File: config.mk
export PLATFORM = sky130hd
export DESIGN_NAME = if_fetch_ctrl_flat
export DESIGN_NICKNAME = d
export VERILOG_FILES = /design/src/rtl/if_fetch_ctrl_pkg.sv /design/src/rtl/if_fetch_ctrl_if.sv /design/src/rtl/if_fetch_ctrl_if_id_reg.sv /design/src/rtl/if_fetch_ctrl.sv /design/src/flat_wrapper.sv
export SDC_FILE = /design/constraint.sdc
export NUM_CORES = 1
export LEC_CHECK = 0
export CAP_MARGIN = 30
export CELL_PAD_IN_SITES_DETAIL_PLACEMENT = 1
export CELL_PAD_IN_SITES_GLOBAL_PLACEMENT = 2
export CORE_UTILIZATION = 25
export DETAILED_ROUTE_END_ITERATION = 6
export HOLD_SLACK_MARGIN = 0.06
export PLACE_DENSITY = 0.76
export SETUP_SLACK_MARGIN = 0.4
export SLEW_MARGIN = 20
export SYNTH_ARGS = -nofsm -noshare
export SYNTH_HDL_FRONTEND = slang
export SYNTH_HIERARCHICAL = 1
export SYNTH_SLANG_ARGS = --single-unit
File: constraint.sdc
create_clock -name clk -period 7.8 [get_ports clk]
set_clock_uncertainty 0.15 [all_clocks]
set_input_delay 1.95 -clock clk [delete_from_list [all_inputs] [get_ports clk]]
set_output_delay 1.95 -clock clk [all_outputs]
set_load 0.01 [all_outputs]
File: src/rtl/if_fetch_ctrl_pkg.sv
// Shared types and defaults for the LEGv8 fetch stage.
package if_fetch_ctrl_pkg;

    localparam int unsigned WORD_W = 64;
    localparam int unsigned INST_W = 32;

    typedef logic [WORD_W-1:0] word_t;
    typedef logic [INST_W-1:0] inst_t;

    // Default encodings: HLT #0 and the architectural NOP.
    localparam inst_t DEF_HALT_INST = 32'hD4400000;
    localparam inst_t DEF_NOP_INST  = 32'hD503201F;

    // Fetch FSM states; 2'd3 is unreachable and behaves as FAULT.
    typedef enum logic [1:0] {
        ST_RUN   = 2'd0,
        ST_HALT  = 2'd1,
        ST_FAULT = 2'd2
    } fetch_state_t;

    // A fetch address is usable when word aligned and inside instruction memory.
    function automatic logic addr_ok(input word_t addr, input word_t limit);
        return (addr[1:0] == 2'b00) && (addr < limit);
    endfunction

endpackage

File: src/rtl/if_fetch_ctrl_if.sv
// Fetch-stage bus: hazard/redirect controls, instruction memory port, IF/ID outputs.
interface if_fetch_ctrl_if;
    import if_fetch_ctrl_pkg::*;

    logic  stall_i;
    logic  redirect_i;
    word_t redirect_pc_i;
    word_t imem_pc_o;
    inst_t imem_inst_i;
    logic  ifid_valid_o;
    word_t ifid_pc_o;
    word_t ifid_pc4_o;
    inst_t ifid_inst_o;
    logic  halted_o;
    logic  fault_o;

    // Fetch controller side: drives the memory address and the IF/ID outputs.
    modport master (
        input  stall_i,
        input  redirect_i,
        input  redirect_pc_i,
        input  imem_inst_i,
        output imem_pc_o,
        output ifid_valid_o,
        output ifid_pc_o,
        output ifid_pc4_o,
        output ifid_inst_o,
        output halted_o,
        output fault_o
    );

    // Pipeline/memory side: supplies controls and instructions, consumes IF/ID.
    modport slave (
        output stall_i,
        output redirect_i,
        output redirect_pc_i,
        output imem_inst_i,
        input  imem_pc_o,
        input  ifid_valid_o,
        input  ifid_pc_o,
        input  ifid_pc4_o,
        input  ifid_inst_o,
        input  halted_o,
        input  fault_o
    );

endinterface

File: src/rtl/if_fetch_ctrl_if_id_reg.sv
// IF/ID pipeline register with hold (stall) and bubble (flush) controls.
module if_id_reg
    import if_fetch_ctrl_pkg::*;
#(
    parameter inst_t NOP_INST = DEF_NOP_INST
) (
    input  logic  clk,
    input  logic  rst,
    input  logic  hold,
    input  logic  flush,
    input  word_t next_pc,
    input  word_t next_pc4,
    input  inst_t next_inst,
    output logic  valid,
    output word_t pc,
    output word_t pc4,
    output inst_t inst
);

    // Flush wins over hold; a bubble keeps pc/pc4 and swaps in a NOP.
    always_ff @(posedge clk or posedge rst) begin
        if (rst) begin
            valid <= 1'b0;
            pc    <= '0;
            pc4   <= '0;
            inst  <= NOP_INST;
        end else if (flush) begin
            valid <= 1'b0;
            inst  <= NOP_INST;
        end else if (!hold) begin
            valid <= 1'b1;
            pc    <= next_pc;
            pc4   <= next_pc4;
            inst  <= next_inst;
        end
    end

endmodule

File: src/rtl/if_fetch_ctrl.sv
// Fetch-stage controller: PC register, next-PC selection, address checks and RUN/HALT/FAULT FSM.
module if_fetch_ctrl
    import if_fetch_ctrl_pkg::*;
#(
    parameter word_t       RESET_PC  = 64'h0,
    parameter int unsigned IMEM_SIZE = 1024,
    parameter inst_t       HALT_INST = DEF_HALT_INST,
    parameter inst_t       NOP_INST  = DEF_NOP_INST
) (
    input logic            clk,
    input logic            rst,
    if_fetch_ctrl_if.master bus
);

    localparam word_t IMEM_LIMIT = word_t'(IMEM_SIZE) << 2;

    fetch_state_t state_q;
    fetch_state_t state_d;
    word_t        pc_q;
    word_t        pc_d;
    word_t        pc_plus4;
    logic         redirect_ok;
    logic         seq_ok;
    logic         is_halt;
    logic         ifid_hold;
    logic         ifid_flush;

    assign pc_plus4    = pc_q + word_t'(4);
    assign redirect_ok = addr_ok(bus.redirect_pc_i, IMEM_LIMIT);
    assign seq_ok      = (pc_q < IMEM_LIMIT);
    assign is_halt     = (bus.imem_inst_i == HALT_INST);

    // State register.
    always_ff @(posedge clk or posedge rst) begin
        if (rst) begin
            state_q <= ST_RUN;
        end else begin
            state_q <= state_d;
        end
    end

    // PC register.
    always_ff @(posedge clk or posedge rst) begin
        if (rst) begin
            pc_q <= RESET_PC;
        end else begin
            pc_q <= pc_d;
        end
    end

    // Next state: redirect beats stall beats sequential fetch; FAULT is sticky.
    always_comb begin
        state_d = state_q;
        case (state_q)
            ST_RUN: begin
                if (bus.redirect_i) begin
                    state_d = redirect_ok ? ST_RUN : ST_FAULT;
                end else if (!bus.stall_i) begin
                    if (!seq_ok) begin
                        state_d = ST_FAULT;
                    end else if (is_halt) begin
                        state_d = ST_HALT;
                    end
                end
            end
            ST_HALT: begin
                if (bus.redirect_i) begin
                    state_d = redirect_ok ? ST_RUN : ST_FAULT;
                end
            end
            default: state_d = ST_FAULT;
        endcase
    end

    // Datapath controls: next PC and IF/ID hold/bubble, per state and inputs.
    always_comb begin
        pc_d       = pc_q;
        ifid_hold  = 1'b0;
        ifid_flush = 1'b0;
        case (state_q)
            ST_RUN: begin
                if (bus.redirect_i) begin
                    pc_d       = bus.redirect_pc_i;
                    ifid_flush = 1'b1;
                end else if (bus.stall_i) begin
                    ifid_hold = 1'b1;
                end else if (!seq_ok) begin
                    ifid_flush = 1'b1;
                end else if (!is_halt) begin
                    pc_d = pc_plus4;
                end
            end
            ST_HALT: begin
                ifid_flush = 1'b1;
                if (bus.redirect_i) begin
                    pc_d = bus.redirect_pc_i;
                end
            end
            default: ifid_flush = 1'b1;
        endcase
    end

    if_id_reg #(
        .NOP_INST (NOP_INST)
    ) u_if_id_reg (
        .clk       (clk),
        .rst       (rst),
        .hold      (ifid_hold),
        .flush     (ifid_flush),
        .next_pc   (pc_q),
        .next_pc4  (pc_plus4),
        .next_inst (bus.imem_inst_i),
        .valid     (bus.ifid_valid_o),
        .pc        (bus.ifid_pc_o),
        .pc4       (bus.ifid_pc4_o),
        .inst      (bus.ifid_inst_o)
    );

    assign bus.imem_pc_o = pc_q;
    assign bus.halted_o  = (state_q == ST_HALT);
    assign bus.fault_o   = (state_q != ST_RUN) && (state_q != ST_HALT);

endmodule

File: src/flat_wrapper.sv
// flat-port wrapper written by rule: the top's interface ports become plain ports
module if_fetch_ctrl_flat import if_fetch_ctrl_pkg::*;
#(
    parameter word_t       RESET_PC  = 64'h0,
    parameter int unsigned IMEM_SIZE = 1024,
    parameter inst_t       HALT_INST = DEF_HALT_INST,
    parameter inst_t       NOP_INST  = DEF_NOP_INST
)
  (clk, rst, bus_stall_i, bus_redirect_i, bus_redirect_pc_i, bus_imem_inst_i, bus_imem_pc_o, bus_ifid_valid_o, bus_ifid_pc_o, bus_ifid_pc4_o, bus_ifid_inst_o, bus_halted_o, bus_fault_o);
  if_fetch_ctrl_if bus_i ();
  input logic clk;
  input logic rst;
  input wire logic [$bits(bus_i.stall_i)-1:0] bus_stall_i;
  input wire logic [$bits(bus_i.redirect_i)-1:0] bus_redirect_i;
  input wire logic [$bits(bus_i.redirect_pc_i)-1:0] bus_redirect_pc_i;
  input wire logic [$bits(bus_i.imem_inst_i)-1:0] bus_imem_inst_i;
  output wire logic [$bits(bus_i.imem_pc_o)-1:0] bus_imem_pc_o;
  output wire logic [$bits(bus_i.ifid_valid_o)-1:0] bus_ifid_valid_o;
  output wire logic [$bits(bus_i.ifid_pc_o)-1:0] bus_ifid_pc_o;
  output wire logic [$bits(bus_i.ifid_pc4_o)-1:0] bus_ifid_pc4_o;
  output wire logic [$bits(bus_i.ifid_inst_o)-1:0] bus_ifid_inst_o;
  output wire logic [$bits(bus_i.halted_o)-1:0] bus_halted_o;
  output wire logic [$bits(bus_i.fault_o)-1:0] bus_fault_o;
  assign bus_i.stall_i = bus_stall_i;
  assign bus_i.redirect_i = bus_redirect_i;
  assign bus_i.redirect_pc_i = bus_redirect_pc_i;
  assign bus_i.imem_inst_i = bus_imem_inst_i;
  assign bus_imem_pc_o = bus_i.imem_pc_o;
  assign bus_ifid_valid_o = bus_i.ifid_valid_o;
  assign bus_ifid_pc_o = bus_i.ifid_pc_o;
  assign bus_ifid_pc4_o = bus_i.ifid_pc4_o;
  assign bus_ifid_inst_o = bus_i.ifid_inst_o;
  assign bus_halted_o = bus_i.halted_o;
  assign bus_fault_o = bus_i.fault_o;
  if_fetch_ctrl #(.RESET_PC(RESET_PC), .IMEM_SIZE(IMEM_SIZE), .HALT_INST(HALT_INST), .NOP_INST(NOP_INST)) u_core (.clk(clk), .rst(rst), .bus(bus_i));
endmodule
==> metrics.md <==
| Metric | Value |
|---|---|
| Final setup TNS | `0 ns` |
| Area of the multi-input gates | `4980 um^2` |
| Tot GR Track Use | `17.3%` |
| Critical path launch point type | `input port` |
| Num ports | `327` |
| Final WS setup | `3.30 ns` |
| Root buffer cell | `clkbuf_16` |
| Post CTS Setup Buffer Count | `0` |
| Count of flip-flops with a built-in enable after synthesis | `0` |
| Fin crit period | `4.50 ns` |
| Die Ht | `216 um` |
| Grt ovf | `0` |
| R2r worst-path depth | `8` |
| Worst-case clock buffer depth | `3` |
| Post-Syn Area per Cell | `12.5 um^2` |
| Post-synth net total | `1016` |
| Setup crit end kind | `flip-flop` |
| Post-DP HPWL | `29.5 mm` |
| Post-CTS Resized | `0` |
| Maxcap violations | `0` |
| Core Area | `45300 um^2` |
| Die width | `216 um` |
| Yosys top cell area share | `46.8%` |
| P_leak | `0.00661 uW` |
| Period utilization | `57.7%` |
| Slew HR | `37.9%` |
| Share of cells above drive strength 1 | `16.5%` |
| Top cells by area, synth | `dfrtp_1 47%, mux2_4 16%, mux2i_1 6.3%` |
| Row count | `78` |
| Status | `completed` |
| Final core occ | `35.4%` |
| P&R area growth vs syn | `40.2%` |
| Post-synth top flop | `dfrtp_1` |
| Largest net degree at the start of global routing | `103` |
| Max Slew Vio Count | `0` |
| Starting Density | `25.3%` |
| Reg-to-reg critical path endpoint | `u_core/u_if_id_reg/pc[61]` |
| Hold crit path type | `flip-flop to flip-flop` |
| Synth Warn # | `6` |
| Initial antenna violation count | `1` |
| Wire length per cell | `21.6 um` |
| Most frequent cell after synthesis | `dfrtp_1` |
| CTS tree | `done` |
| RSZ-0062 raised after global routing | `no` |
| Worst reg-to-reg setup slack | `3.58 ns` |
| Worst EP required | `8.08 ns` |
| Synth cell types | `51` |
| Total Die Area | `46600 um^2` |
| Post-route DRC | `0` |
| Clock sink count | `227` |
| Reg area | `5700 um^2` |
| Number of global-route vias before repair | `9285` |
| Total CTS buffers | `29` |
| Hold Crit Start | `u_core/u_if_id_reg/pc4[35]` |
| CP Buf/Inv Count | `2` |
| CP max FO | `47` |
| First-pass GRT wire length | `61.8 mm` |
| Fmax | `222 MHz` |
| Slowest cell on crit path | `clkdlybuf4s50_1` |
| Routed vias/inst | `4.50` |
| Hold-fix buffers at CTS | `0` |
| Initial DRC Count | `421` |
| # setup viols final | `0` |
| Reg2reg start | `u_core/bus.imem_pc_o[47]` |
| Hold EP | `u_core/u_if_id_reg/pc4[35]` |
| CTS H-tree depth | `1` |
| Final net count | `1339` |
| Final Hold Viols | `0` |
| Slowest stage delay, CP | `0.87 ns` |
| Sequential area share after synthesis | `49.8%` |
| Critical Setup Path Class | `input port to flip-flop` |
| Critical Path Stages | `6` |
| Worst-path clk slew | `0.06 ns` |
| DP Worst Slack | `2.72 ns` |
| Vias | `8375` |
| Arrival @ worst endpoint | `4.78 ns` |
| Cell family with most CP delay | `buffers and inverters` |
| Post-route ant nets | `0` |
| Pwr dens | `187 nW/um^2` |
| Drt pass-1 iters | `4` |
| Mapped Cells | `915` |
| Port buffer count | `326` |
| Max VDD drop | `0.124 mV` |
| Cell taking the most area after synthesis | `dfrtp_1` |
| Top cells by count, synth | `214 x dfrtp_1, 120 x mux2_4, 79 x nand2_1` |
| Hold depth | `1` |
| Flops & latches, synth | `227` |
| Synthesized area | `11400 um^2` |
| Fillers | `4934` |
| FFs w/ async S/R, synth | `100%` |
| Worst Tran Pin Value | `0.922 ns` |
| Crit-path cells | `clkdlybuf4s50_1 -> nor3_1 -> and2_2 -> nor2_4 -> buf_4 -> mux2_4` |
| Routed WL | `40.1 mm` |
| GPL Wtd Cong | `0.768` |
| Worst-Skew Late Latency | `0.56 ns` |
logic make-up after synthesis:
group                    count (synthesis)  share of synthesized area [%]
adder cells (fa/ha/maj)                  1                          0.109
XOR/XNOR                                60                           4.59
buffers and inverters                  113                           6.86
AO/OA/AOI/OAI                           46                           3.19
AND/OR/NAND/NOR                        264                           12.2
multiplexers                           204                           23.2
flip-flops                             227                           49.8
layout by cell type, fill, tap and decap left out, types with 3 or more instances in the layout:
| cell | count |
|---|---|
| inv_1 | 63 |
| and3_1 | 3 |
| or4_1 | 3 |
| nand2_1 | 79 |
| o221ai_1 | 4 |
| nor3_1 | 16 |
| and4_1 | 6 |
| buf_4 | 10 |
| xnor2_1 | 59 |
| clkbuf_16 | 29 |
| clkbuf_1 | 8 |
| clkdlybuf4s50_1 | 326 |
| clkinv_2 | 7 |
| nand4_1 | 25 |
| dfstp_2 | 13 |
| mux2i_1 | 72 |
| a211o_1 | 13 |
| nor4_1 | 41 |
| mux2_4 | 120 |
| dfrtp_1 | 214 |
| a22oi_1 | 7 |
| nand3_1 | 26 |
| mux2_1 | 10 |
| o211ai_1 | 5 |
| nor2_1 | 33 |
| nor2b_1 | 14 |
| clkbuf_8 | 5 |
| o21ai_0 | 5 |
final cells by class:
type,count,area share (%)
diodes,1,0.0156
well taps,600,4.68
multi-input cells,575,31.0
inverters,65,1.58
clock inverters,11,0.710
repair buffers,340,21.3
clock buffers,42,5.14
flip-flops and latches,227,35.5
registers in the layout, summed over array words and instances (netlist names):
signal                    flops
u_core/bus.imem_pc_o         64
u_core/u_if_id_reg/inst      32
u_core/u_if_id_reg/valid      1
u_core/u_if_id_reg/pc        64
u_core/state_q                2
u_core/u_if_id_reg/pc4       64
layer usage:
| metal | track usage [%] | vias to the layer above | wire length (um) |
|---|---|---|---|
| met5 | 0 | - | 0 |
| met4 | 4.53 | 0 | 892 |
| met3 | 2.89 | 48 | 1740 |
| met2 | 28.5 | 190 | 19200 |
| met1 | 23.3 | 4294 | 18300 |
| li1 | - | 3843 | - |
report_power, final:
part / leakage, uW / internal, uW / switching, uW
clock: 0.000459 / 796 / 536
combinational: 0.00318 / 195 / 161
sequential: 0.00297 / 1220 / 86.6
total: 0.00661 / 2220 / 784
through the flow:
step	hold slack, ns	std cells	instance area [um^2]	power [uW]
after CTS	0.344	1860	16000	3060
after global routing	0.358	1860	16000	3130
after global placement	0.321	1804	15000	1690
final	0.342	1861	16000	3000
after detailed placement	0.329	1807	15100	1700
after floorplan	0.369	915	11400	1460
how the worst max path moves through the flow:
stage	to	slack (ns)	from
global route	u_core/u_if_id_reg/pc[61]	3.12	bus_redirect_i
floorplan	u_core/u_if_id_reg/inst[10]	1.37	rst
finish	u_core/u_if_id_reg/pc[61]	3.30	bus_redirect_i
global placement	u_core/u_if_id_reg/pc[23]	2.57	bus_redirect_i
CTS	u_core/bus.imem_pc_o[21]	3.29	bus_redirect_i
detailed placement	u_core/bus.imem_pc_o[21]	2.72	bus_redirect_i
worst reg2reg max path: stages (launching register included):
cell,delay [ns]
dfrtp_1,0.47
nor4_1,0.62
nand4_1,0.35
nor4_1,0.80
o21ai_2,0.07
buf_4,0.28
nor2_4,0.19
buf_4,0.70
mux2_4,0.45
(Power assumes the default switching activity.)
